===== config.mk =====
export PLATFORM = sky130hd
export DESIGN_NAME = pipeline_hazard_ctrl
export DESIGN_NICKNAME = d
export VERILOG_FILES = /design/src/rtl/pipeline_hazard_ctrl.sv
export SDC_FILE = /design/constraint.sdc
export NUM_CORES = 1
export LEC_CHECK = 0
export ABC_AREA = 0
export CELL_PAD_IN_SITES_DETAIL_PLACEMENT = 1
export CELL_PAD_IN_SITES_GLOBAL_PLACEMENT = 1
export CORE_MARGIN = 4
export CORE_UTILIZATION = 35
export CTS_BUF_LIST = sky130_fd_sc_hd__clkbuf_4 sky130_fd_sc_hd__clkbuf_8
export DETAILED_ROUTE_END_ITERATION = 8
export PLACE_DENSITY = 0.88
export SLEW_MARGIN = 20
export SYNTH_ARGS = -nofsm -noshare
export SYNTH_HDL_FRONTEND = slang
export SYNTH_SLANG_ARGS = --single-unit

===== constraint.sdc =====
create_clock -name clk -period 3.3 [get_ports clk]
set_input_delay 0.66 -clock clk [delete_from_list [all_inputs] [get_ports clk]]
set_output_delay 0.66 -clock clk [all_outputs]
set_load 0.01 [all_outputs]

===== src/rtl/pipeline_hazard_ctrl.sv =====
// Stall/flush sequencer for the 5-stage MIPS pipeline: load-use bubbles, branch/jump
// flushes, data-memory wait freezes, and saturating stall/flush performance counters.
module pipeline_hazard_ctrl #(
  parameter int LU_STALLS = 1,
  parameter int WAIT_MAX  = 15,
  parameter int CNT_W     = 16
) (
  input  logic             clk,
  input  logic             reset_n,
  input  logic [5:0]       id_opcode,
  input  logic [4:0]       id_rs,
  input  logic [4:0]       id_rt,
  input  logic             ex_memread,
  input  logic [4:0]       ex_rt,
  input  logic             branch_taken_mem,
  input  logic             jump_id,
  input  logic             mem_access,
  input  logic             dmem_ready,
  output logic             pc_write,
  output logic             ifid_write,
  output logic             ifid_flush,
  output logic             ctrl_enable,
  output logic             idex_write,
  output logic             exmem_write,
  output logic             exmem_flush,
  output logic             memwb_bubble,
  output logic             mem_timeout,
  output logic [CNT_W-1:0] stall_cycles,
  output logic [CNT_W-1:0] flush_count
);

  typedef enum logic [1:0] {
    RUN      = 2'd0,
    LU_STALL = 2'd1,
    MEM_WAIT = 2'd2
  } state_t;

  localparam logic [2:0] LU_RELOAD  = 3'(LU_STALLS - 1);
  localparam logic [7:0] WAIT_LIMIT = 8'(WAIT_MAX);

  state_t           r_state;
  logic [2:0]       r_luCnt;
  logic [7:0]       r_waitCnt;
  logic             r_memTimeout;
  logic [CNT_W-1:0] r_stallCycles;
  logic [CNT_W-1:0] r_flushCount;

  state_t     w_next;
  logic [2:0] w_luNext;
  logic [7:0] w_waitNext;
  logic       w_usesRt;
  logic       w_luHazard;
  logic       w_memStall;
  logic       w_flushEvt;
  logic       w_pcWrite;
  logic       w_ifidWrite;
  logic       w_ifidFlush;
  logic       w_ctrlEnable;
  logic       w_idexWrite;
  logic       w_exmemWrite;
  logic       w_exmemFlush;
  logic       w_memwbBubble;

  assign w_usesRt   = (id_opcode == 6'b000000) || (id_opcode == 6'b101011) ||
                      (id_opcode == 6'b000100);
  assign w_luHazard = ex_memread && (ex_rt != 5'd0) &&
                      ((ex_rt == id_rs) || (w_usesRt && (ex_rt == id_rt)));
  assign w_memStall = mem_access && !dmem_ready;

  // Priority: memory freeze, then taken branch, then owed/new load-use bubble, then jump.
  always_comb begin
    w_pcWrite     = 1'b1;
    w_ifidWrite   = 1'b1;
    w_ifidFlush   = 1'b0;
    w_ctrlEnable  = 1'b1;
    w_idexWrite   = 1'b1;
    w_exmemWrite  = 1'b1;
    w_exmemFlush  = 1'b0;
    w_memwbBubble = 1'b0;
    w_flushEvt    = 1'b0;
    w_next        = r_state;
    w_luNext      = r_luCnt;
    w_waitNext    = r_waitCnt;
    if (w_memStall) begin
      w_pcWrite     = 1'b0;
      w_ifidWrite   = 1'b0;
      w_idexWrite   = 1'b0;
      w_exmemWrite  = 1'b0;
      w_memwbBubble = 1'b1;
      w_next        = MEM_WAIT;
      if (r_state == MEM_WAIT)
        w_waitNext = (r_waitCnt == 8'd255) ? 8'd255 : r_waitCnt + 8'd1;
      else
        w_waitNext = 8'd1;
    end else begin
      w_waitNext = 8'd0;
      if (branch_taken_mem) begin
        w_ifidFlush  = 1'b1;
        w_ctrlEnable = 1'b0;
        w_exmemFlush = 1'b1;
        w_flushEvt   = 1'b1;
        w_luNext     = 3'd0;
        w_next       = RUN;
      end else if (r_state == LU_STALL) begin
        w_pcWrite    = 1'b0;
        w_ifidWrite  = 1'b0;
        w_ctrlEnable = 1'b0;
        w_luNext     = r_luCnt - 3'd1;
        w_next       = (r_luCnt == 3'd1) ? RUN : LU_STALL;
      end else begin
        // RUN, or the release cycle out of MEM_WAIT resuming any owed bubbles.
        w_next = (r_luCnt != 3'd0) ? LU_STALL : RUN;
        if (w_luHazard) begin
          w_pcWrite    = 1'b0;
          w_ifidWrite  = 1'b0;
          w_ctrlEnable = 1'b0;
          if ((r_luCnt == 3'd0) && (LU_STALLS > 1)) begin
            w_luNext = LU_RELOAD;
            w_next   = LU_STALL;
          end
        end else if (jump_id) begin
          w_ifidFlush = 1'b1;
          w_flushEvt  = 1'b1;
        end
      end
    end
  end

  always_ff @(posedge clk or negedge reset_n) begin
    if (!reset_n) begin
      r_state       <= RUN;
      r_luCnt       <= 3'd0;
      r_waitCnt     <= 8'd0;
      r_memTimeout  <= 1'b0;
      r_stallCycles <= '0;
      r_flushCount  <= '0;
    end else begin
      r_state   <= w_next;
      r_luCnt   <= w_luNext;
      r_waitCnt <= w_waitNext;
      if (w_memStall && (w_waitNext == WAIT_LIMIT))
        r_memTimeout <= 1'b1;
      if (!w_pcWrite && (r_stallCycles != {CNT_W{1'b1}}))
        r_stallCycles <= r_stallCycles + CNT_W'(1);
      if (w_flushEvt && (r_flushCount != {CNT_W{1'b1}}))
        r_flushCount <= r_flushCount + CNT_W'(1);
    end
  end

  // Every combinational output is held low while reset is asserted.
  assign pc_write     = reset_n & w_pcWrite;
  assign ifid_write   = reset_n & w_ifidWrite;
  assign ifid_flush   = reset_n & w_ifidFlush;
  assign ctrl_enable  = reset_n & w_ctrlEnable;
  assign idex_write   = reset_n & w_idexWrite;
  assign exmem_write  = reset_n & w_exmemWrite;
  assign exmem_flush  = reset_n & w_exmemFlush;
  assign memwb_bubble = reset_n & w_memwbBubble;
  assign mem_timeout  = r_memTimeout;
  assign stall_cycles = r_stallCycles;
  assign flush_count  = r_flushCount;

endmodule


* Yosys cells after proc, flatten, opt, wreduce, memory -nomap -nowiden
Cells that the tools add are included.
** Word-level totals
- Flip-flop bits (word level) :: 46
- Output and inout bits :: 41
- Logic and storage cells :: 70
** Cells by class
- $add $sub $neg :: 4
- Equality and inequality tests :: 11
- Muxes and demuxes :: 25
- Bitwise logic cells :: 7
- Reductions and logical operators :: 17
** Operators by type and width (number)
- 16-bit by 1-bit adder with 16-bit output, second input constant :: 2
- 16-bit != test, second input constant :: 2
- 8-bit two-way mux :: 3
- 1-bit two-way mux :: 19
- 5-bit == test :: 2
- 8-bit by 1-bit adder with 8-bit output, second input constant :: 1
- 8-bit by 4-bit == test with 1-bit output, second input constant :: 1
- 8-bit == test, second input constant :: 1
- 1-bit logical AND :: 7
- 1-bit AND :: 6
- 6-bit by 3-bit == test with 1-bit output, second input constant :: 1
- 6-bit == test, second input constant :: 1
- 6-bit zero test :: 1
- 3-bit two-way mux :: 2
- 5-bit nonzero test :: 1
- 3-bit by 1-bit == test with 1-bit output, second input constant :: 1
- 1-bit logical OR :: 3
- 3-bit nonzero test :: 1
- 3-bit by 1-bit subtractor with 3-bit output, second input constant :: 1
- 2-bit by 1-bit == test with 1-bit output, second input constant :: 1
- 2-bit == test, second input constant :: 1
- 1-bit zero test :: 2
- 2-bit two-way mux :: 1
- 2-bit AND reduction :: 1
- 2 further kinds :: 2

* Logic depth before layout (Yosys ltp)
Gate-level depths: netlist of the first run.
- Word-level depth :: 12
- Mapped depth :: 8

* Least setup slack after synthesis of the first run
OpenSTA, ideal clock, no wires.
- Path kind :: input -> output
- Start :: input id_opcode[1]
- End :: output pc_write
- Data arrival time :: 2.016 ns
- Required time :: 2.640 ns
- Slack :: 0.624 ns
- Stages on the path :: 7
- Buffers on the path :: 1
- Cell sequence :: or4_1 > o21ai_0 > nand3_1 > a21boi_0 > nor2_1 > o21a_1 > buf_4
** Between the ends
- Longest elaborated chain between the ends :: 11
- Elaborated cells between the ends (all ways) :: 13
** RTL lines
- from (decl) :: RTL line 10 : input logic [5:0] id_opcode,
- 6-bit == test / 6-bit zero test (equally long branches) :: RTL line 64 : assign w_usesRt = (id_opcode == 6'b000000) || (id_opcode == 6'b101011) ||
- 1-bit logical OR :: RTL line 64
- 1-bit logical OR (*) :: RTL line 64
- 1-bit logical AND (*) :: RTL line 67 : ((ex_rt == id_rs) || (w_usesRt && (ex_rt == id_rt)));
- 1-bit logical OR (*) :: RTL line 67
- 1-bit logical AND (*) :: RTL line 66 : assign w_luHazard = ex_memread && (ex_rt != 5'd0) &&
- 1-bit two-way mux (*) (4 in series)
- 1-bit AND (*)
- to (decl) :: RTL line 19 : output logic pc_write,
Mark *: on every way between the ends. The rest lies on a longest branch, timed or not.

* Final worst setup path of the first run
- Start :: input id_opcode[1]
- End :: output ifid_write
** Between the ends
- Longest elaborated chain between the ends :: 11
- Elaborated cells between the ends (all ways) :: 13
** RTL lines
- 6-bit == test / 6-bit zero test (equally long branches) :: RTL line 64
- 1-bit logical OR :: RTL line 64
- 1-bit logical OR (*) :: RTL line 64
- 1-bit logical AND (*) :: RTL line 67
- 1-bit logical OR (*) :: RTL line 67
- 1-bit logical AND (*) :: RTL line 66
- 1-bit two-way mux (*) :: RTL line 113 : if (w_luHazard) begin
- 1-bit two-way mux (*) :: RTL line 104 : end else if (r_state == LU_STALL) begin
- 1-bit two-way mux (*) :: RTL line 97 : if (branch_taken_mem) begin
- 1-bit two-way mux (*) :: RTL line 84 : if (w_memStall) begin
- 1-bit AND (*) :: RTL line 152 : assign ifid_write = reset_n & w_ifidWrite;
- to (decl) :: RTL line 20 : output logic ifid_write,
Marked as above.

==> results of run 1 <==
-- area by class of cell --
| class | instances | area share, % |
|---|---|---|
| Clock buffer | 6 | 2.16 |
| Clock inverter | 2 | 1.06 |
| Inverter | 7 | 0.745 |
| Multi-Input combinational cell | 206 | 38.4 |
| Sequential cell | 46 | 32.6 |
| Tap cell | 96 | 3.40 |
| Timing Repair Buffer | 80 | 21.6 |
-- per-stage QoR --
| step | util [%] | area (um2) | TNS, ns | cells | worst slack, ns |
|---|---|---|---|---|---|
| global route | 50.8 | 3530 | -0.00151 | 443 | -0.00151 |
| global placement | 48.9 | 3400 | -0.835 | 434 | -0.260 |
| detailed placement | 48.9 | 3400 | -1.02 | 434 | -0.300 |
| floorplan | - | 2560 | 0 | 267 | 0.624 |
| CTS | 50.5 | 3510 | 0 | 442 | 0.0108 |
| finish | 50.8 | 3530 | 0 | 443 | 0.0890 |
-- logic make-up (layout without fill, tap and decap cells) --
group | count (synthesis) | after routing | synth area share [%]
AND/OR/NAND/NOR | 123 | 123 | 26.0
flip-flops | 46 | 46 | 44.9
XOR/XNOR | 41 | 41 | 14.0
AO/OA/AOI/OAI | 31 | 31 | 7.17
buffers and inverters | 15 | 95 | 2.83
adder cells (fa/ha/maj) | 6 | 6 | 2.93
multiplexers | 5 | 5 | 2.15
-- layer usage --
metal / wire length (um) / GRT usage (%)
met1: 3050 / 21.2
met2: 3910 / 33.0
met3: 228 / 3.62
met4: 48 / 3.73
met5: 0 / 0
-- flip-flops by register name, summed over array words and instances (netlist names) --
register	flops
stall_cycles	16
r_waitCnt	8
r_state	2
mem_timeout	1
flush_count	16
r_luCnt	3
-- what timing repair did --
item / in CTS / in global routing
pin swaps: 1 / 1
resized for setup: 6 / 4
buffers inserted: 0 / 1
gates cloned: 0 / 0
setup endpoints to repair: 4 / 3
hold buffers: 0 / 0
-- worst paths after layout --
path                                  start               end  slack (ns)  depth (start not counted)
setup / recovery               id_opcode[1]        ifid_write        0.09                          8
hold / removal                      reset_n        r_luCnt[0]        0.18                          1
setup reg to reg             flush_count[3]   flush_count[10]        1.21                          6
hold reg to reg            stall_cycles[11]  stall_cycles[11]        0.50                          1
max in group asynchronous           reset_n  stall_cycles[15]        2.35                          2
min in group clk           stall_cycles[11]  stall_cycles[11]        0.50                          1
-- power groups by stage --
stage / clock network (uW) / registers (uW) / logic (uW)
after floorplan: 0 / 843 / 313
after CTS: 451 / 820 / 707
final: 432 / 819 / 697
after global routing: 469 / 843 / 770
after global placement: 0 / 817 / 677
after detailed placement: 0 / 829 / 707
-- worst max-delay path: stages --
cell and delay [ns]:
clkdlybuf4s50_1 0.42, or4_1 0.52, o21ai_1 0.09, nand3_1 0.12, a21boi_2 0.19, nor2_1 0.07
o21a_1 0.20, dlygate4sd2_1 0.29
-- cell usage after synthesis (all sizes together), types with 13 or more instances --
cell,count,area (um2)
a21oi,13,68.8
dfrtp,46,1150
nand2,22,82.6
nand3,19,100
nand4,13,81.3
nor2,21,78.8
nor3,15,91.3
xnor2,17,149
xor2,24,210
-- cells in the final DEF, fill, tap and decap left out, drive strengths merged, types with 2 or more instances in the layout --
| cell type | n |
|---|---|
| clkbuf | 6 |
| and3 | 7 |
| nand2b | 6 |
| inv | 7 |
| nor4b | 3 |
| nand4 | 13 |
| and2 | 3 |
| nand3 | 19 |
| ha | 6 |
| dfrtp | 46 |
| nor2b | 3 |
| a31oi | 3 |
| nor3 | 15 |
| nand2 | 22 |
| or4 | 3 |
| nor2 | 21 |
| o21ai | 7 |
| a21oi | 13 |
| nor4 | 3 |
| xnor2 | 17 |
| buf | 13 |
| dlygate4sd2 | 3 |
| o22ai | 2 |
| o21a | 2 |
| mux2 | 4 |
| clkdlybuf4s50 | 63 |
| xor2 | 24 |
==> metrics.md, run 1 <==
| Metric | Value |
|---|---|
| Status | finished clean |
| Sequential Power Share | 42.0% |
| Antenna-violating nets left | 0 |
| IO Count | 69 |
| Max-slew violations | 0 |
| Drc violations | 0 |
| First-pass GRT wire length | 12600 um |
| Via count | 2324 |
| Int Power | 1280 uW |
| WHS | 0.177 ns |
| CTS sink cnt | 46 |
| Die H | 93.6 um |
| Detailed Routing Iterations Pass 1 | 4 |
| GR Util All Layers | 17.8% |
| Final worst-path cycle share | 97.3% |
| Final setup fails | 0 |
| P_leak | 0.00150 uW |
| Placement Rows | 30 |
| CTS max path bufs | 2 |
| Vias in the first global route | 2576 |
| Worst slew margin | 62.9% |
| WL per Instance | 16.3 um |
| Number of library cell types mapped by synthesis | 42 |
| Drt first-iter violations | 61 |
| Number of synthesis warnings | 0 |
| Synthesized Nets | 301 |
| Worst-margin pin slew | 0.557 ns |
| Mapped cell area | 2560 um2 |
| Total Wirelength | 7240 um |
| Inserted Clock Buffers | 5 |
| Number of synthesized flops with an enable pin | 0 |
| Worst VDD drop | 0.000455 V |
| Kind of critical path | primary input to output pin |
| Die footprint | 8760 um2 |
| Syn avg cell area | 9.60 um2 |
| Fmax | 311 MHz |
| Number of synthesized register bits | 46 |
| Antenna violations before repair | 0 |
| H-tree depth | 2 |
| Worst-path clk slew | 0.09 ns |
| Post-DR vias/cell | 5.25 |
| Routability cong. | 0.803 |
| Clock Skews | 0.00570 ns |
| Comb power frac | 35.8% |
| Startpoint types | primary input |
| Post-layout minimum cycle time | 3.21 ns |
| Worst-path fanout max | 2 |
| Area grow syn2layout | 37.6% |
| Clock power frac | 22.2% |
| Worst Path Required | 2.64 ns |
| Initial core utilization | 36.9% |
| Root buffer cell | clkbuf_8 |
| Critical path arrival | 2.55 ns |
| Synth Instances | 267 |
| Multi-input gate area | 1360 um2 |
| Layout cell share with drive strength beyond 1 | 10.4% |
| # Max-Cap Violations | 0 |
| Ys flop type | dfrtp_1 |
| Kind of end point of the critical path | output pin |
| Worst Hold Class | primary input to asynchronous set/reset pin |
| Post-synthesis sequential area ratio | 44.9% |
| Switch share | 34.3% |
| TritonCTS clock tree | yes |
| FILL cells | 799 |
| Core area | 6940 um2 |
| Psw | 668 uW |
| Pwr per Cell Area | 552 nW/um2 |
| Die width | 93.6 um |
| Largest net degree at the start of global routing | 45 |
| Post-synthesis async set-or-reset flop share | 100% |
| Total power | 1950 uW |
| Post-DP HPWL | 5670 um |
| N_diodes | 0 |
| Storage cell area | 1150 um2 |
| Clk_lat worst skew | 0.30 ns |
| Final nets | 380 |
| GRT overflow | 0 |
| Fin. Hold Viols | 0 |
| I/O Buffers | 68 |
Power figures use the tool's default switching activity.
==> inputs of run 2 (changes only) <==
--- a/config.mk
+++ b/config.mk
@@ -12,6 +12,7 @@
 export CORE_UTILIZATION = 35
 export CTS_BUF_LIST = sky130_fd_sc_hd__clkbuf_4 sky130_fd_sc_hd__clkbuf_8
 export DETAILED_ROUTE_END_ITERATION = 8
+export GPL_ROUTABILITY_DRIVEN = 0
 export PLACE_DENSITY = 0.88
 export SLEW_MARGIN = 20
 export SYNTH_ARGS = -nofsm -noshare
==> results of run 2 <==
The final DEF is identical to that of run 1; final timing and power are the same.
==> inputs of run 3 (changes only) <==
--- a/config.mk
+++ b/config.mk
@@ -9,11 +9,11 @@
 export CELL_PAD_IN_SITES_DETAIL_PLACEMENT = 1
 export CELL_PAD_IN_SITES_GLOBAL_PLACEMENT = 1
 export CORE_MARGIN = 4
-export CORE_UTILIZATION = 35
+export CORE_UTILIZATION = 41
 export CTS_BUF_LIST = sky130_fd_sc_hd__clkbuf_4 sky130_fd_sc_hd__clkbuf_8
 export DETAILED_ROUTE_END_ITERATION = 8
 export GPL_ROUTABILITY_DRIVEN = 0
-export PLACE_DENSITY = 0.88
+export PLACE_DENSITY = 0.95
 export SLEW_MARGIN = 20
 export SYNTH_ARGS = -nofsm -noshare
 export SYNTH_HDL_FRONTEND = slang
==> run 3 against run 2 <==
Compared with the run above: non-clock buffer count grew 1; combinational power grew 2%; count of clock-buffer cells in the layout shrank 1; critical endpoint is now ctrl_enable; wire length grew 12%; maximum frequency shrank 0.62%; cell count shrank 4.5%; critical path type unchanged.
==> metrics.md, run 3 (same netlist as run 1, synthesis figures left out) <==
| Metric | Value |
|---|---|
| # Max-Cap Violations | 0 |
| Critical R2R Launch | flush_count[3] |
| Status | finished clean |
| Min-Delay Startpoint | stall_cycles[11] |
| FILL cells | 676 |
| Setup TNS | 0 ns |
| P_leak | 0.00151 uW |
| Worst Hold Class | flop to flop |
| Critical-path top delay cell | or4_1 |
| Psw | 710 uW |
| Clock power frac | 19.3% |
| Startpoint types | primary input |
| Total Wirelength | 8140 um |
| Die H | 87.1 um |
| Worst reg2reg path endpoint | flush_count[10] |
| Antenna-violating nets left | 0 |
| Die width | 87.1 um |
| Root buffer cell | clkbuf_8 |
| Hold EP | stall_cycles[11] |
| Worst Path Required | 2.64 ns |
| Clock Skews | 0.00915 ns |
| Commonest non-fill, non-tap cells in the layout | clkdlybuf4s50_1 (61), dfrtp_1 (46), xor2_1 (24) |
| Drt first-iter violations | 84 |
| Placed insts | 413 |
| CTS sink cnt | 46 |
| First-pass GRT wire length | 13500 um |
| Final instance area | 3490 um2 |
| IO Count | 69 |
| Final setup fails | 0 |
| DP Area | 3370 um2 |
| Crit-path cells | clkdlybuf4s50_1, or4_1, o21ai_0, nand3_1, a21boi_2, nor3_1, o21a_1, dlygate4sd2_1 |
| Worst slew margin | 61.8% |
| Kind of end point of the critical path | output pin |
| Initial core utilization | 42.8% |
| Max-slew violations | 0 |
| Worst path buffer plus inverter count | 2 |
| Int Power | 1200 uW |
| Kind of critical path | primary input to output pin |
| Crit path max-delay family | simple AND/OR/NAND/NOR gates |
| Worst-path fanout max | 2 |
| Switch share | 37.2% |
| Sequential Power Share | 43.5% |
| Post-DP HPWL | 5940 um |
| Inserted Clock Buffers | 5 |
| Core area | 5990 um2 |
| TritonCTS clock tree | yes |
| Critical path arrival | 2.57 ns |
| Fmax | 309 MHz |
| I/O Buffers | 68 |
| Worst VDD drop | 0.000368 V |
| Via count | 2385 |
| Antenna violations before repair | 0 |
| Comb power frac | 37.2% |
| Drc violations | 0 |
| H-tree depth | 2 |
| Fin. Hold Viols | 0 |
| Worst-path clk slew | 0.10 ns |
| Post-layout minimum cycle time | 3.23 ns |
| Final worst-path cycle share | 97.9% |
| Total power | 1910 uW |
| Layout cell share with drive strength beyond 1 | 10.9% |
| Area grow syn2layout | 36.0% |
| Final std cells w/o fill | 423 |
| Pwr per Cell Area | 547 nW/um2 |
| Detailed Routing Iterations Pass 1 | 4 |
| Flop2flop setup slack | 1.10 ns |
| Clk_lat worst skew | 0.30 ns |
| Reg2Reg Depth | 6 |
| Placement Rows | 28 |
| N_diodes | 0 |
| CTS max path bufs | 2 |
| WHS | 0.497 ns |
| Worst-margin pin slew | 0.573 ns |
| GR Util All Layers | 22.8% |
| Most common cell after layout, fill and taps aside | clkdlybuf4s50_1 |
| WL per Instance | 19.2 um |
| Largest net degree at the start of global routing | 47 |
| Die footprint | 7580 um2 |
| Vias in the first global route | 2721 |
| Final nets | 381 |
| Largest stage delay on the critical path | 0.51 ns |
| Hold depth | 1 |
| GRT overflow | 0 |
| Post-DR vias/cell | 5.64 |
[run 3: worst max-delay path by stage]
stage                             from          end  slack [ns]  depth (start not counted)
after detailed placement  id_opcode[1]   ifid_flush       -0.26                          8
final                     id_opcode[0]  ctrl_enable        0.07                          8
after global routing      id_opcode[0]  ctrl_enable       -0.02                          8
after global placement    id_opcode[1]   ifid_flush       -0.24                          8
after CTS                 id_opcode[1]   ifid_flush        0.01                          8
after floorplan           id_opcode[1]     pc_write        0.62                          7
[run 3: routing by layer]
layer	routed length [um]	GRT usage (%)	share of wire (%)
met2	4480	42.0	55
met1	3140	25.5	39
met3	284	4.64	3.5
met5	0	0	0
met4	231	9.07	2.8
[run 3: per-stage QoR]
stage,worst slack [ns],utilization (%)
after CTS,0.0101,57.9
final,0.0689,58.2
after detailed placement,-0.262,56.2
after floorplan,0.624,-
after global placement,-0.236,56.2
after global routing,-0.0176,58.2
[run 3: layout make-up]
cell class,instances,area [um2],area share [%]
Clock buffer,5,68.8,1.97
Clock inverter,3,22.5,0.646
Inverter,7,26.3,0.754
Multi-Input combinational cell,206,1350,38.8
Sequential cell,46,1150,33.0
Tap cell,75,93.8,2.69
Timing Repair Buffer,81,772,22.1
[run 3: power groups by stage]
stage               logic (uW)  registers, uW  clock network [uW]
global route               786            849                 394
CTS                        712            828                 374
global placement           668            818                   0
floorplan                  313            843                   0
detailed placement         705            834                   0
finish                     709            830                 368
[run 3: what timing repair did]
action | in CTS | in global routing
setup buffers | 1 | 1
endpoints found under the setup margin | 4 | 4
hold buffers | 0 | 0
resized for setup | 6 | 8
pin swaps | 2 | 4
